$ cat src/rtl/tour_cmd_seq.sv
// Command-source sequencer for the command processor. In IDLE it passes
// UART commands straight through; after start_tour it replays the stored
// knight's tour, issuing a vertical leg and then a horizontal leg (with
// fanfare) per move, and waits for the processor's response after each leg.
module tour_cmd_seq #(
  parameter int unsigned NUM_MOVES = 24
) (
  input  logic        clk,
  input  logic        rst_n,
  input  logic        start_tour,
  input  logic [7:0]  move,
  input  logic [15:0] cmd_UART,
  input  logic        cmd_rdy_UART,
  input  logic        clr_cmd_rdy,
  input  logic        send_resp,
  output logic [4:0]  mv_indx,
  output logic [15:0] cmd,
  output logic        cmd_rdy,
  output logic        clr_cmd_rdy_UART,
  output logic [7:0]  resp,
  output logic        in_tour
);

  localparam logic [2:0] IDLE   = 3'd0;
  localparam logic [2:0] VERT   = 3'd1;
  localparam logic [2:0] V_RESP = 3'd2;
  localparam logic [2:0] HORZ   = 3'd3;
  localparam logic [2:0] H_RESP = 3'd4;

  localparam logic [3:0] OpMove    = 4'h4;
  localparam logic [3:0] OpFanfare = 4'h5;

  localparam logic [7:0] HeadN = 8'h00;
  localparam logic [7:0] HeadW = 8'h3F;
  localparam logic [7:0] HeadS = 8'h7F;
  localparam logic [7:0] HeadE = 8'hBF;

  localparam logic [7:0] RespDone = 8'hA5;
  localparam logic [7:0] RespBusy = 8'h5A;

  localparam logic [4:0] LastIdx = 5'(NUM_MOVES - 1);

  logic [2:0] state_q, state_d;
  logic [4:0] mv_indx_q, mv_indx_d;

  logic [7:0] vhead, hhead;
  logic [1:0] vsq, hsq;
  logic       last_move;

  assign last_move = (mv_indx_q == LastIdx);

  // Decode the knight move into its two legs; lowest set bit wins, zero acts as bit0.
  always_comb begin
    vhead = HeadN;
    vsq   = 2'd2;
    hhead = HeadW;
    hsq   = 2'd1;
    casez (move)
      8'b???????1: begin vhead = HeadN; vsq = 2'd2; hhead = HeadW; hsq = 2'd1; end
      8'b??????10: begin vhead = HeadN; vsq = 2'd2; hhead = HeadE; hsq = 2'd1; end
      8'b?????100: begin vhead = HeadN; vsq = 2'd1; hhead = HeadW; hsq = 2'd2; end
      8'b????1000: begin vhead = HeadS; vsq = 2'd1; hhead = HeadW; hsq = 2'd2; end
      8'b???10000: begin vhead = HeadS; vsq = 2'd2; hhead = HeadW; hsq = 2'd1; end
      8'b??100000: begin vhead = HeadS; vsq = 2'd2; hhead = HeadE; hsq = 2'd1; end
      8'b?1000000: begin vhead = HeadS; vsq = 2'd1; hhead = HeadE; hsq = 2'd2; end
      8'b10000000: begin vhead = HeadN; vsq = 2'd1; hhead = HeadE; hsq = 2'd2; end
      default:     begin vhead = HeadN; vsq = 2'd2; hhead = HeadW; hsq = 2'd1; end
    endcase
  end

  // Next-state and move-index logic; responses advance the tour, accepts end a leg.
  always_comb begin
    state_d   = state_q;
    mv_indx_d = mv_indx_q;
    case (state_q)
      IDLE: begin
        if (start_tour) begin
          state_d   = VERT;
          mv_indx_d = 5'd0;
        end
      end
      VERT:   if (clr_cmd_rdy) state_d = V_RESP;
      V_RESP: if (send_resp)   state_d = HORZ;
      HORZ:   if (clr_cmd_rdy) state_d = H_RESP;
      H_RESP: begin
        if (send_resp) begin
          if (last_move) begin
            state_d   = IDLE;
            mv_indx_d = 5'd0;
          end else begin
            state_d   = VERT;
            mv_indx_d = mv_indx_q + 5'd1;
          end
        end
      end
      default: begin
        state_d   = IDLE;
        mv_indx_d = 5'd0;
      end
    endcase
  end

  // State and move index registers; reset aborts any tour in progress.
  always_ff @(posedge clk or negedge rst_n) begin
    if (!rst_n) begin
      state_q   <= IDLE;
      mv_indx_q <= 5'd0;
    end else begin
      state_q   <= state_d;
      mv_indx_q <= mv_indx_d;
    end
  end

  // Output mux: UART pass-through in IDLE, tour legs otherwise. The UART ack
  // is held low during a tour so a pending host command waits for IDLE.
  always_comb begin
    cmd              = cmd_UART;
    cmd_rdy          = cmd_rdy_UART;
    clr_cmd_rdy_UART = clr_cmd_rdy;
    resp             = RespDone;
    case (state_q)
      IDLE: begin
        cmd              = cmd_UART;
        cmd_rdy          = cmd_rdy_UART;
        clr_cmd_rdy_UART = clr_cmd_rdy;
        resp             = RespDone;
      end
      VERT, V_RESP: begin
        cmd              = {OpMove, vhead, 2'b00, vsq};
        cmd_rdy          = (state_q == VERT);
        clr_cmd_rdy_UART = 1'b0;
        resp             = RespBusy;
      end
      HORZ, H_RESP: begin
        cmd              = {OpFanfare, hhead, 2'b00, hsq};
        cmd_rdy          = (state_q == HORZ);
        clr_cmd_rdy_UART = 1'b0;
        resp             = (state_q == H_RESP && last_move) ? RespDone : RespBusy;
      end
      default: begin
        cmd              = cmd_UART;
        cmd_rdy          = 1'b0;
        clr_cmd_rdy_UART = 1'b0;
        resp             = RespDone;
      end
    endcase
  end

  assign mv_indx = mv_indx_q;
  assign in_tour = (state_q != IDLE);

endmodule

$ cat config.mk
export PLATFORM = sky130hd
export DESIGN_NAME = tour_cmd_seq
export DESIGN_NICKNAME = d
export VERILOG_FILES = /design/src/rtl/tour_cmd_seq.sv
export SDC_FILE = /design/constraint.sdc
export NUM_CORES = 1
export LEC_CHECK = 0
export BUFFER_PORTS_ARGS = -buffer_cell sky130_fd_sc_hd__buf_2
export CORE_MARGIN = 1.5
export CORE_UTILIZATION = 43
export CTS_BUF_LIST = sky130_fd_sc_hd__clkbuf_8
export CTS_CLUSTER_SIZE = 28
export DETAILED_ROUTE_END_ITERATION = 7
export GPL_TIMING_DRIVEN = 0
export PLACE_DENSITY = 0.85
export SLEW_MARGIN = 25
export SYNTH_ARGS = -nofsm -noshare
export SYNTH_HDL_FRONTEND = slang
export SYNTH_SLANG_ARGS = --single-unit
$ cat constraint.sdc
create_clock -name clk -period 1.8 [get_ports clk]
set_input_delay 0.09 -clock clk [delete_from_list [all_inputs] [get_ports clk]]
set_output_delay 0.09 -clock clk [all_outputs]
set_load 0.1 [all_outputs]
==> results.json, run 1 <==
{
  "place_congestion": 0.8441,
  "async_flop_share_pct": 100.0,
  "die_x_um": 50.00,
  "yosysWarningCount": 0,
  "cts.sinks": 8,
  "ys_seq_area_share_pct": 21.08,
  "worstEndpointType": "output port",
  "ys_seq_elements": 8,
  "cts-root-buf": "clkbuf_8",
  "boundaryPins": 62,
  "portBuffers": 60,
  "ys.flop_type": "dfrtp_1",
  "syn_avg_cell_area_um2": 6.932,
  "syn_nets": 168,
  "htree_levels": 1,
  "synth_cell_types": 39,
  "cts_made_buffers": 3,
  "synth_area_um2": 949.7,
  "stop_error": "[ERROR DPL-0038] Utilization greater than 100%, impossible to legalize",
  "haltStage": "global routing (5_1_grt)",
  "synth_cells": 137,
  "initial_core_util_pct": 46.97,
  "grt_max_degree": 11,
  "worst_endpoint": "resp[7]",
  "status": "aborted with a tool error",
  "die_h_um": 50.00,
  "hpwlAfterDp_um": 2442,
  "cts_buffer_depth": 2,
  "synth_edf_count": 0,
  "num_rows": 16
}
-- per-stage QoR --
step                cell area [um^2]  instances  utilization, %  TNS, ns  setup slack [ns]
floorplan                       1216        137               -   -4.410           -0.8391
global placement                1550        224           76.67  -0.7665           -0.1856
detailed placement              1550        224           76.67   -1.301           -0.2334
CTS                             1805        236           89.29  -0.4282           -0.1175
-- cells by family after synthesis --
logic type                 share of synthesized area (%)
AOI/OAI and AO/OA                                  36.76
muxes                                              1.054
DFF                                                21.08
xor gates and xnor gates                           1.845
and+or+nand+nor                                    27.93
adders and majority gates                          1.317
buffers and inverters                              10.01
-- synthesized netlist by cell type (4+ instances only) --
cell type / count / area (um^2)
buf_4: 6 / 45.04
inv_1: 5 / 18.77
nor2b_1: 5 / 31.28
clkbuf_1: 4 / 15.01
a211oi_1: 6 / 45.04
o21ai_0: 22 / 110.1
dfrtp_1: 8 / 200.2
a21oi_1: 6 / 30.03
nand3_1: 8 / 40.04
nand2_1: 14 / 52.55
nor2_1: 18 / 67.56
-- repair_timing --
action                                  CTS
setup buffers                             7
hold endpoints to repair                  8
hold buffers                              1
endpoints found under the setup margin   24
gates resized for setup                  42
pin swaps                                 2
==> run 2, diff against run 1 <==
Settings changed: CORE_AREA set to 2 2 63 65, CORE_MARGIN 1.5 to unset, CORE_UTILIZATION 43 to unset, CTS_BUF_LIST sky130_fd_sc_hd__clkbuf_8 to unset, CTS_CLUSTER_SIZE 28 to unset, DIE_AREA set to 0 0 65 67, PLACE_DENSITY 0.85 to unset, PLACE_DENSITY_LB_ADDON set to 0.15.
==> run 2 against run 1 <==
Compared with the run above:
- the flow now finishes, with violations (setup timing)
- synthesized cell count stayed put
- synthesized area stayed put
==> results.json, run 2 <==
{
  "dr_total_vias": 1326,
  "finalHoldViolCount": 0,
  "multi_input_area_um2": 897.1,
  "wire_per_inst_um": 12.91,
  "cts_tree": "built",
  "worst_pin_slew_ns": 0.6250,
  "initial_core_util_pct": 26.34,
  "synth_most_common_cell": "o21ai_0",
  "grt_usage_pct": 16.26,
  "setup_ws_ns": -0.07057,
  "firstDrtPassIters": 4,
  "report.final.slew_viol_count": 0,
  "period_share_pct": 103.9,
  "critPathKind": "flop to output pin",
  "path_cells": "ha_4 > nand4b_1 > nand2_4 > o21ai_4 > clkinvlp_4 > buf_12 > buf_12",
  "crit_path_top_delay_cell": "dfrtp_4",
  "viasPerCell": 4.911,
  "cts.sinks": 8,
  "slowest_delay_ns": 0.49,
  "synth_edf_count": 0,
  "endpoint_kind": "output pin",
  "dp.cells": 245,
  "num_rows": 22,
  "final_common_cell": "buf_2",
  "boundaryPins": 62,
  "largest_register_ffs": 5,
  "cts-root-buf": "clkbuf_8",
  "period_needed_ns": 1.871,
  "drive_above_1_share_pct": 61.71,
  "drv_cap": 0,
  "synth_cell_types": 39,
  "final_nets": 254,
  "r2r_cells": 7,
  "drc_errors": 0,
  "wl_um": 3487,
  "grt_antenna_before_repair": 0,
  "final_antenna_net_count": 0,
  "coreArea_mm2": 0.003606,
  "cts_buffer_depth": 2,
  "instances_no_fill": 270,
  "seqCellArea_um2": 214.0,
  "clk_latency_ns": 0.23,
  "r2r_end": "state_q[0]",
  "netlist.area_leader.share_pct": 21.08,
  "critPathArrivalTime_ns": 1.78,
  "failed_checks": "setup timing",
  "async_flop_share_pct": 100.0,
  "yosys-top-cells-area": "dfrtp_1 (21%), o21ai_0 (12%), nor2_1 (7.1%)",
  "hold_start": "clr_cmd_rdy",
  "status": "finished with violations",
  "syn_to_final_growth_pct": 115.9,
  "place_congestion": 0.8232,
  "grt_pass1_wl_um": 5602,
  "setup_viol": 4,
  "ys_seq_elements": 8,
  "fin_skew_ns": 0.001193,
  "cts_made_buffers": 3,
  "start_kind": "flop",
  "die_x_um": 65,
  "cts.clk_slew.worst_paths_ns": 0.04,
  "die_h_um": 67,
  "reg2reg_from": "mv_indx[1]",
  "grt_pass1_vias": 1312,
  "holdPathStages": 2,
  "portBuffers": 60,
  "antenna_cells": 0,
  "hold_class": "input pin to flop",
  "syn_avg_cell_area_um2": 6.932,
  "dieArea_mm2": 0.004355,
  "grt_max_degree": 11,
  "rsz0062_at_grt": "yes",
  "required_ns": 1.71,
  "ys_seq_area_share_pct": 21.08,
  "r2r_slack_ns": 0.25,
  "syn_nets": 168,
  "layout_common_cells": "buf_2 (36), buf_4 (28), nor2_1 (15)",
  "num-fill-cells": 329,
  "grt-ovfl-total": 0,
  "yosysWarningCount": 0,
  "drt_iter0_markers": 37,
  "ys.flop_type": "dfrtp_1",
  "synth_top_area_cell": "dfrtp_1",
  "synth_common_cells": "o21ai_0 (22), nor2_1 (18), nand2_1 (14)",
  "hpwlAfterDp_um": 2509,
  "synth_cells": 137,
  "max_freq_mhz": 534.6,
  "crit_top_cell": "buf_12",
  "slew_headroom_pct": 57.88,
  "htree_levels": 1,
  "synth_area_um2": 949.7,
  "critPathMaxFanout": 5,
  "holdPathEnd": "state_q[2]"
}
==> run 2: metal layers <==
metal	up-vias	global-route usage [%]	part of all wire, %
li1	654	-	-
met2	35	28.87	53
met3	4	3.547	5.0
met5	-	0	0
met1	633	19.67	42
met4	0	4.521	0.75
==> run 2: worst max-delay path: cells and delay by family, from the launching register on <==
family / cells / cell delay (ns)
compound gates: 1 / 0.10
fa+ha+maj: 1 / 0.18
buf+inv: 3 / 0.56
flops: 1 / 0.49
simple gates: 2 / 0.23
==> run 2: cells by family after synthesis <==
| kind of cell | synth area share [%] |
|---|---|
| xor+xnor | 1.845 |
| fa+ha+maj | 1.317 |
| compound gates | 36.76 |
| mux | 1.054 |
| flops | 21.08 |
| buf+inv | 10.01 |
| simple gates | 27.93 |
==> run 2: how the worst max path moves through the flow <==
| stage | start | endpoint | slack [ns] |
|---|---|---|---|
| global placement | state_q[2] | cmd[14] | -0.19 |
| floorplan | mv_indx[1] | resp[2] | -0.84 |
| CTS | state_q[1] | resp[7] | -0.08 |
| global route | mv_indx[1] | resp[2] | -0.14 |
| detailed placement | state_q[2] | cmd[14] | -0.24 |
| finish | mv_indx[1] | resp[2] | -0.07 |
==> run 2: what timing repair did <==
action	CTS	global route
gates resized for setup	43	42
hold buffers	1	0
endpoints found under the setup margin	24	24
hold endpoints to repair	8	0
pin swaps	2	6
buffers inserted	11	10
==> run 2: final cells by class <==
class | count | area share, %
Multi-Input combinational cell | 112 | 43.75
Clock buffer | 4 | 2.196
Inverter | 5 | 1.281
Sequential cell | 8 | 10.43
Timing Repair Buffer | 82 | 33.13
Tap cell | 48 | 2.929
Buffer | 11 | 6.284
==> run 2: stage by stage <==
| stage | setup TNS [ns] | setup WS [ns] | hold slack [ns] | util [%] | cell area, um^2 |
|---|---|---|---|---|---|
| 2_1_floorplan | -4.410 | -0.8391 | -0.2056 | - | 1216 |
| 3_3_place_gp | -1.045 | -0.1945 | -0.05591 | 43.72 | 1577 |
| 3_5_place_dp | -1.180 | -0.2361 | -0.05464 | 43.72 | 1577 |
| 4_1_cts | -0.3170 | -0.07974 | 0.1598 | 51.67 | 1863 |
| 5_1_grt | -0.6406 | -0.1442 | 0.1768 | 56.87 | 2051 |
| 6_report | -0.2217 | -0.07057 | 0.1652 | 56.87 | 2051 |
Power of run 2 is left out: the tool's default activity adds up to more than one toggle a clock period on the data nets, which glitch-free logic cannot reach.
